$ cat src/rtl/spi_reg_ctrl_if.sv
// spi_reg_ctrl_if
// Groups the byte-interface handshake and the register bus of spi_reg_ctrl.
//   SS         raw SPI slave select (active low)
//   rxValid    1-cycle pulse: rx holds a new byte
//   rx         received byte
//   tx         byte to transmit next
//   reg_addr   register bus address
//   reg_wdata  register bus write data
//   reg_we     1-cycle write strobe
//   reg_re     1-cycle read strobe (reg_rdata valid the following cycle)
//   reg_rdata  register bus read data
//   busy       frame in progress
//   frame_done 1-cycle pulse at frame end
//   addr_err   sticky out-of-range flag, cleared at frame start
// modport master: the sequencer side; modport slave: byte interface + register file side.
interface spi_reg_ctrl_if;
  logic       SS;
  logic       rxValid;
  logic [7:0] rx;
  logic [7:0] tx;
  logic [6:0] reg_addr;
  logic [7:0] reg_wdata;
  logic       reg_we;
  logic       reg_re;
  logic [7:0] reg_rdata;
  logic       busy;
  logic       frame_done;
  logic       addr_err;

  modport master (
    input  SS, rxValid, rx, reg_rdata,
    output tx, reg_addr, reg_wdata, reg_we, reg_re, busy, frame_done, addr_err
  );

  modport slave (
    output SS, rxValid, rx, reg_rdata,
    input  tx, reg_addr, reg_wdata, reg_we, reg_re, busy, frame_done, addr_err
  );
endinterface

$ cat src/rtl/spi_reg_ctrl.sv
// spi_reg_ctrl
// Byte-level command sequencer above an SPI mode-3 byte slave. The first byte
// of each SS frame is {RW, ADDR[6:0]}; following bytes are written to, or read
// from, the register bus with address auto-increment. Read data is placed on tx
// three cycles after the triggering byte so it is ready for the next byte.
// Ports:
//   sysClk    system clock, rising edge
//   usrReset  asynchronous active-high reset
//   bus       spi_reg_ctrl_if.master (byte interface + register bus)
module spi_reg_ctrl #(
  parameter int         NUM_REGS    = 128,
  parameter logic [7:0] STATUS_BYTE = 8'hA5
) (
  input  logic                  sysClk,
  input  logic                  usrReset,
  spi_reg_ctrl_if.master        bus
);

  typedef enum logic [2:0] {IDLE, CMD, WR, RD_ISSUE, RD_LOAD, RD} state_t;

  state_t     state_q, state_d;

  logic       ss_p0, ss_p1, ss_p2;
  logic       frame_start, frame_end;

  logic [7:0] tx_q;
  logic [6:0] reg_addr_q;
  logic [7:0] reg_wdata_q;
  logic       reg_we_q;
  logic       wr_inc_q;
  logic       busy_q;
  logic       frame_done_q;
  logic       addr_err_q;

  logic       in_range;
  logic       re_c, ld_cmd, wr_acc, rd_load, err_set;

  assign in_range = ({25'd0, reg_addr_q} < NUM_REGS);

  // SS synchronizer: ss_p1 is the synchronized level, ss_p2 its previous value.
  // The flops reset low so a reset taken mid-frame (SS still low) does not
  // produce a fresh frame start; the resulting low->high edge when SS is idle
  // is harmless because frame end is only acted on outside IDLE.
  always_ff @(posedge sysClk or posedge usrReset) begin
    if (usrReset) begin
      ss_p0 <= 1'b0;
      ss_p1 <= 1'b0;
      ss_p2 <= 1'b0;
    end else begin
      ss_p0 <= bus.SS;
      ss_p1 <= ss_p0;
      ss_p2 <= ss_p1;
    end
  end

  assign frame_start = ss_p2 & ~ss_p1;
  assign frame_end   = ~ss_p2 & ss_p1 & (state_q != IDLE);

  always_ff @(posedge sysClk or posedge usrReset) begin
    if (usrReset) state_q <= IDLE;
    else          state_q <= state_d;
  end

  // Frame end wins over everything (including a coincident rxValid), then a
  // frame start restarts at CMD from whatever state we were in.
  always_comb begin
    state_d = state_q;
    re_c    = 1'b0;
    ld_cmd  = 1'b0;
    wr_acc  = 1'b0;
    rd_load = 1'b0;
    err_set = 1'b0;
    if (frame_end) begin
      state_d = IDLE;
    end else if (frame_start) begin
      state_d = CMD;
    end else begin
      case (state_q)
        CMD: begin
          if (bus.rxValid) begin
            ld_cmd  = 1'b1;
            state_d = bus.rx[7] ? RD_ISSUE : WR;
          end
        end
        WR: begin
          if (bus.rxValid) begin
            wr_acc  = 1'b1;
            err_set = ~in_range;
          end
        end
        RD_ISSUE: begin
          re_c    = in_range;
          err_set = ~in_range;
          state_d = RD_LOAD;
        end
        RD_LOAD: begin
          rd_load = 1'b1;
          state_d = RD;
        end
        RD: begin
          if (bus.rxValid) state_d = RD_ISSUE;
        end
        default: state_d = state_q;
      endcase
    end
  end

  // Output / datapath registers. The write strobe is registered so it lines up
  // with reg_wdata; the address advances one cycle after the strobe.
  always_ff @(posedge sysClk or posedge usrReset) begin
    if (usrReset) begin
      tx_q         <= STATUS_BYTE;
      reg_addr_q   <= 7'd0;
      reg_wdata_q  <= 8'd0;
      reg_we_q     <= 1'b0;
      wr_inc_q     <= 1'b0;
      busy_q       <= 1'b0;
      frame_done_q <= 1'b0;
      addr_err_q   <= 1'b0;
    end else begin
      frame_done_q <= frame_end;
      reg_we_q     <= wr_acc & in_range;
      wr_inc_q     <= wr_acc;

      if (frame_end)        busy_q <= 1'b0;
      else if (frame_start) busy_q <= 1'b1;

      if (frame_start)  addr_err_q <= 1'b0;
      else if (err_set) addr_err_q <= 1'b1;

      if (frame_end || frame_start) tx_q <= STATUS_BYTE;
      else if (rd_load)             tx_q <= in_range ? bus.reg_rdata : 8'h00;

      if (wr_acc) reg_wdata_q <= bus.rx;

      if (ld_cmd)                   reg_addr_q <= bus.rx[6:0];
      else if (wr_inc_q || rd_load) reg_addr_q <= reg_addr_q + 7'd1;
    end
  end

  assign bus.tx         = tx_q;
  assign bus.reg_addr   = reg_addr_q;
  assign bus.reg_wdata  = reg_wdata_q;
  assign bus.reg_we     = reg_we_q;
  assign bus.reg_re     = re_c;
  assign bus.busy       = busy_q;
  assign bus.frame_done = frame_done_q;
  assign bus.addr_err   = addr_err_q;

endmodule
$ cat src/flat_wrapper.sv
// flat-port wrapper written by rule: the top's interface ports become plain ports
module spi_reg_ctrl_flat 
#(
  parameter int         NUM_REGS    = 128,
  parameter logic [7:0] STATUS_BYTE = 8'hA5
)
  (sysClk, usrReset, bus_SS, bus_rxValid, bus_rx, bus_reg_rdata, bus_tx, bus_reg_addr, bus_reg_wdata, bus_reg_we, bus_reg_re, bus_busy, bus_frame_done, bus_addr_err);
  spi_reg_ctrl_if bus_i ();
  input  logic sysClk;
  input  logic usrReset;
  input wire logic [$bits(bus_i.SS)-1:0] bus_SS;
  input wire logic [$bits(bus_i.rxValid)-1:0] bus_rxValid;
  input wire logic [$bits(bus_i.rx)-1:0] bus_rx;
  input wire logic [$bits(bus_i.reg_rdata)-1:0] bus_reg_rdata;
  output wire logic [$bits(bus_i.tx)-1:0] bus_tx;
  output wire logic [$bits(bus_i.reg_addr)-1:0] bus_reg_addr;
  output wire logic [$bits(bus_i.reg_wdata)-1:0] bus_reg_wdata;
  output wire logic [$bits(bus_i.reg_we)-1:0] bus_reg_we;
  output wire logic [$bits(bus_i.reg_re)-1:0] bus_reg_re;
  output wire logic [$bits(bus_i.busy)-1:0] bus_busy;
  output wire logic [$bits(bus_i.frame_done)-1:0] bus_frame_done;
  output wire logic [$bits(bus_i.addr_err)-1:0] bus_addr_err;
  assign bus_i.SS = bus_SS;
  assign bus_i.rxValid = bus_rxValid;
  assign bus_i.rx = bus_rx;
  assign bus_i.reg_rdata = bus_reg_rdata;
  assign bus_tx = bus_i.tx;
  assign bus_reg_addr = bus_i.reg_addr;
  assign bus_reg_wdata = bus_i.reg_wdata;
  assign bus_reg_we = bus_i.reg_we;
  assign bus_reg_re = bus_i.reg_re;
  assign bus_busy = bus_i.busy;
  assign bus_frame_done = bus_i.frame_done;
  assign bus_addr_err = bus_i.addr_err;
  spi_reg_ctrl #(.NUM_REGS(NUM_REGS), .STATUS_BYTE(STATUS_BYTE)) u_core (.sysClk(sysClk), .usrReset(usrReset), .bus(bus_i));
endmodule
$ cat config.mk
export PLATFORM = sky130hd
export DESIGN_NAME = spi_reg_ctrl_flat
export DESIGN_NICKNAME = d
export VERILOG_FILES = /design/src/rtl/spi_reg_ctrl_if.sv /design/src/rtl/spi_reg_ctrl.sv /design/src/flat_wrapper.sv
export SDC_FILE = /design/constraint.sdc
export NUM_CORES = 1
export LEC_CHECK = 0
export ABC_CLOCK_PERIOD_IN_PS = 4650
export BUFFER_PORTS_ARGS = -buffer_cell sky130_fd_sc_hd__clkbuf_2
export CAP_MARGIN = 10
export CORE_ASPECT_RATIO = 0.8
export CORE_MARGIN = 3
export CORE_UTILIZATION = 42
export CTS_CLUSTER_SIZE = 25
export DETAILED_ROUTE_END_ITERATION = 8
export PLACE_DENSITY_LB_ADDON = 0.05
export SYNTH_ARGS = -nofsm -noshare
export SYNTH_HDL_FRONTEND = slang
export SYNTH_SLANG_ARGS = --single-unit
$ cat constraint.sdc
create_clock -name sysClk -period 4.65 [get_ports sysClk]
set_input_delay 0.465 -clock sysClk [delete_from_list [all_inputs] [get_ports sysClk]]
set_output_delay 0.465 -clock sysClk [all_outputs]
set_load 0.02 [all_outputs]
Word-level counts from Yosys, hierarchy flattened:

Index checks and enable logic that the tools add are counted.

* register bits: 33

* equal/unequal tests: 7
* mux-type cells: 26
* bitwise logic cells: 5
* reductions and logical operators: 8
* add/subtract/negate cells: 1

Operators with widths (number)
* $mux 1: 17
* $mux 8: 2
* $mux 7: 2
* $mux 3: 4
* $pmux 3 s4: 1
* $ne 4x2->1 const B: 2
* $add 7x1->7 const B: 1
* $eq 3x2->1 const B: 2
* $eq 3x3->1 const B: 2
* $reduce_bool 2->1: 3
* $reduce_bool 6->1: 1
* $and 1x1->1: 3
* $eq 3x1->1 const B: 1
* $reduce_and 3->1: 1
* $reduce_bool 3->1: 1
* $logic_or 1x1->1: 2
* $not 1->1: 2

Depth between registers and ports, before layout:

* word-level depth: 7
* depth in mapped cells: 6
* depth with buffers taken out: 5

Worst setup path after synthesis:

No wires, ideal clock.

* kind: register to output
* start point: register u_core.ss_p2
* end point: output port bus_reg_re
* cell stages (with the launch flop): 4
* required time: 4.185 ns
* buffers on the path: 0
* data arrival time: 1.194 ns
* setup slack: 2.991 ns
* cells stage by stage: dfrtp_1 or2b_1 nand2_2 nor3_1

* word-level cells in the longest chain between the ends: 4

Ends and longest elaborated chain
* start: declaration: line spi_reg_ctrl.sv:23 `logic ss_p0, ss_p1, ss_p2;`
* start signal: assignment: line spi_reg_ctrl.sv:52 `ss_p2 <= ss_p1;`
* $not 1->1: line spi_reg_ctrl.sv:57 `assign frame_end = ~ss_p2 & ss_p1 & (state_q != IDLE);`
* $and 1x1->1 (2 in series): line spi_reg_ctrl.sv:57
* $mux 1 *: line spi_reg_ctrl.sv:73 `if (frame_end) begin`
* end: declaration: line flat_wrapper.sv:19 `output wire logic [$bits(bus_i.reg_re)-1:0] bus_reg_re;`

Every way passes the cells marked *; elsewhere a longest branch is shown, timed or not.

Worst setup path after layout:

* start point: register u_core.ss_p2
* end point: register u_core.reg_addr_q[5] (netlist: u_core.bus.reg_addr[5])

* word-level cells in the longest chain between the ends: 6

Ends and longest elaborated chain
* $not 1->1: line spi_reg_ctrl.sv:57
* $and 1x1->1 (2 in series): line spi_reg_ctrl.sv:57
* $mux 1: line spi_reg_ctrl.sv:73
* $logic_or 1x1->1: line spi_reg_ctrl.sv:137 `else if (wr_inc_q || rd_load) reg_addr_q <= reg_addr_q + 7'd1;`
* $reduce_bool 2->1 (no source line)
* end signal: assignment: line spi_reg_ctrl.sv:136 `if (ld_cmd) reg_addr_q <= bus.rx[6:0];`
* end signal: assignment: line spi_reg_ctrl.sv:137
* end: declaration: line spi_reg_ctrl.sv:27 `logic [6:0] reg_addr_q;`

Parallel ways exist; a longest one is shown, timed or not.
A chain may end at the register's enable or synchronous reset.

==> run_results.csv <==
group,metric,value,unit
outcome,status,"complete, no violations",
timing,slew_headroom,39.1,%
synth,yosysSeqAreaShare,56.7,%
final_layout,nNetsFinal,190,
die,core_area,0.00315,sq mm
clock_tree,ctsResizeCount,0,
worst_setup_path,crit_slowest_cell,"nor4_2",
timing,fin_ws,2600,ps
synth,synthesis.area,0.00142,sq mm
routing,vias,1048,
synth,synthAdderAreaFrac,0.881,%
global_route,grt_pass1_wl,4.66,mm
final_layout,fin_cells,210,
timing,setup_viol,0,
synth,syn-instance-count,120,
final_layout,seqCellArea,806,sq um
synth,syn_nets,141,
routing,finalWirelength,2.83,mm
final_layout,post-route-cell-area,0.00177,sq mm
clock_tree,post_cts_buffers,0,
synth,yosys.cell_types.count,35,
timing,final.period_utilization,44.1,%
placed_design,dp_hpwl,2.06,mm
synth,yosys_warnings,0,
synth,synth-compound-area-share,11.6,%
worst_setup_path,crit_arrival,2220,ps
timing,tightest_slew,906,ps
synth,postSynthAreaPerCell,11.8,sq um
die,die_w,71.0,um
timing,rsz0062_at_grt,"no",
clock_tree,worstSkewPairLatency,280,ps
worst_setup_path,r2r_slack,2600,ps
timing,fin_tns_setup,0,ps
synth,synthXorXnorAreaFrac,4.32,%
clock_tree,htree_levels,2,
synth,synth_mux_area_share,8.63,%
timing,fmax,488,MHz
pwr,powerDensity,591,mW/mm^2
die,ios,48,
final_layout,fillers,290,
clock_tree,clkSinkCount,32,
placed_design,placed_area,0.00168,sq mm
timing,skew,3.19,ps
routing,ant_nets,0,
placed_design,dp_slack,2580,ps
clock_tree,holdBufCountCts,0,
final_layout,multi_input_area,582,sq um
final_layout,diodes,0,
timing,drv_slew,0,
routing,drc,0,
clock_tree,root_buffer,"clkbuf_8",
die,dieHeight,58.0,um
global_route,antenna_found_initial,0,
routing,wl_per_cell,13.5,um
worst_setup_path,crit_family,"simple AND/OR/NAND/NOR gates",
die,dieArea,0.00412,sq mm
worst_setup_path,end_kind,"flip-flop",
synth,ys_seq_elements,32,
placed_design,gp_congestion,0.767,
worst_setup_path,worstSetupPathType,"flip-flop to flip-flop",
placed_design,numPortBuffers,46,
worst_setup_path,path_cells,"or2b_1 > nand2_2 > nor4_2 > mux2_2",
timing,finalHoldViolCount,0,
global_route,grt_pass1_vias,977,
pwr,ir_drop,0.346,mV
worst_setup_path,cp_max_fo,12,
synth,synth_top_family_by_area,"simple AND/OR/NAND/NOR gates",
final_layout,area_growth_syn_to_layout,24.8,%
worst_setup_path,cp_slowest_stage_delay,770,ps
clock_tree,tritoncts,"done",
final_layout,final_common_cell,"clkbuf_2",
die,initial_core_util,45.0,%
final_layout,drive_gt1_share,44.1,%
synth,yosys.area_share.simple,15.2,%
clock_tree,cts_inserted_buffers,5,
hold_path,hold_path_class,"primary input to async pin",
routing,vias_per_cell,4.99,
clock_tree,clk_pin_slew,60,ps
global_route,grt_max_degree,33,
worst_setup_path,startpoint_type,"flip-flop",
timing,period_needed,2050,ps
worst_setup_path,worstPathRequired,4820,ps
global_route,grt_use_total,15.2,%
clock_tree,cts_max_path_buffers,2,
routing,drt_iter0_markers,117,
placed_design,dp_cells,202,
final_layout,layout_common_cells,"clkbuf_2 (46), dfrtp_1 (28), nand2_1 (11)",
die,row_count,18,
global_route,overflow,0,
job,maxCapViolCount,0,
worst_setup_path,cp.buffers_inverters,0,
routing,drt_first_pass_iters,4,
pwr,leakagePower,0.000830,uW
[state kept, by name, summed over array words and instances (netlist names)]
name                   flops
u_core.bus.reg_wdata       8
u_core.bus.tx              8
u_core.bus.reg_addr        7
u_core.state_q             3
u_core.bus.busy            1
u_core.bus.frame_done      1
u_core.bus.reg_we          1
u_core.ss_p0               1
u_core.ss_p1               1
u_core.ss_p2               1
[cell type report]
class	instances	area share, %
sequential	32	45.5
multi-input combinational	82	32.8
tap	40	2.82
inverter	1	0.212
clock buffer	6	4.66
clock inverter	2	0.565
timing repair buffer	47	13.4
[synth_stat cells (all sizes together)]
cell type / n / area (sq um)
nand3: 2 / 10.0
and2: 1 / 6.26
nor2: 6 / 22.5
nand4: 2 / 12.5
dfstp: 4 / 105
nor2b: 2 / 12.5
nand3b: 1 / 7.51
o21a: 1 / 7.51
o21bai: 1 / 7.51
a21oi: 6 / 33.8
xnor2: 3 / 26.3
o22a: 4 / 35.0
inv: 1 / 3.75
o22ai: 1 / 6.26
buf: 4 / 25.0
ha: 1 / 12.5
or2b: 1 / 7.51
nor3: 4 / 20.0
nand2: 12 / 47.6
clkbuf: 1 / 3.75
xor2: 4 / 35.0
dfrtp: 28 / 701
o21ai: 8 / 40.0
mux2: 10 / 113
nor4: 2 / 33.8
conb: 1 / 3.75
nand2b: 1 / 8.76
nor3b: 3 / 27.5
a22o: 4 / 35.0
mux2i: 1 / 10.0
[worst paths after layout]
kind,cells after the start,start,to
worst min register to register,0,u_core.ss_p0,u_core.ss_p1
worst max register to register,4,u_core.ss_p2,u_core.bus.reg_addr[5]
min in group sysClk,1,bus_SS,u_core.ss_p0
max in group asynchronous,3,usrReset,u_core.bus.tx[2]
worst min-delay path,3,usrReset,u_core.bus.reg_wdata[2]
worst max-delay path,4,u_core.ss_p2,u_core.bus.reg_addr[5]
[routing by layer]
layer | part of all wire [%] | up-vias | global-route usage, %
met5 | 0 | - | 0
li1 | - | 516 | -
met1 | 49 | 493 | 21.2
met4 | 2.4 | 0 | 8.85
met3 | 6.6 | 7 | 5.20
met2 | 42 | 32 | 20.3
[kinds of logic (layout without fill, tap and decap cells)]
logic type,Yosys count,count (layout)
and+or+nand+nor,37,37
xor gates and xnor gates,7,7
AOI/OAI and AO/OA,25,25
other,1,1
DFF,32,32
adders and majority gates,1,1
muxes,11,11
buffers and inverters,6,56
[power breakdown]
part           internal, uW  switching, uW  total (uW)
sequential              370           90.1         460
combinational           154            216         370
clock                   118           99.0         217
total                   641            405        1050
[through the flow]
step / util (%) / hold slack, ps / total power, uW
after global placement: 53.3 / 334 / 830
after global routing: 56.2 / 279 / 1120
after floorplan: - / 331 / 715
after CTS: 56.2 / 248 / 1060
after detailed placement: 53.3 / 337 / 838
final: 56.2 / 238 / 1050
[worst register-to-register path: cells and delay by family, from the launching register on]
kind	cells	cell delay (ps)
multiplexers	1	420
flip-flops	1	410
AND/OR/NAND/NOR	3	1110
Power figures use the tool's default switching activity.
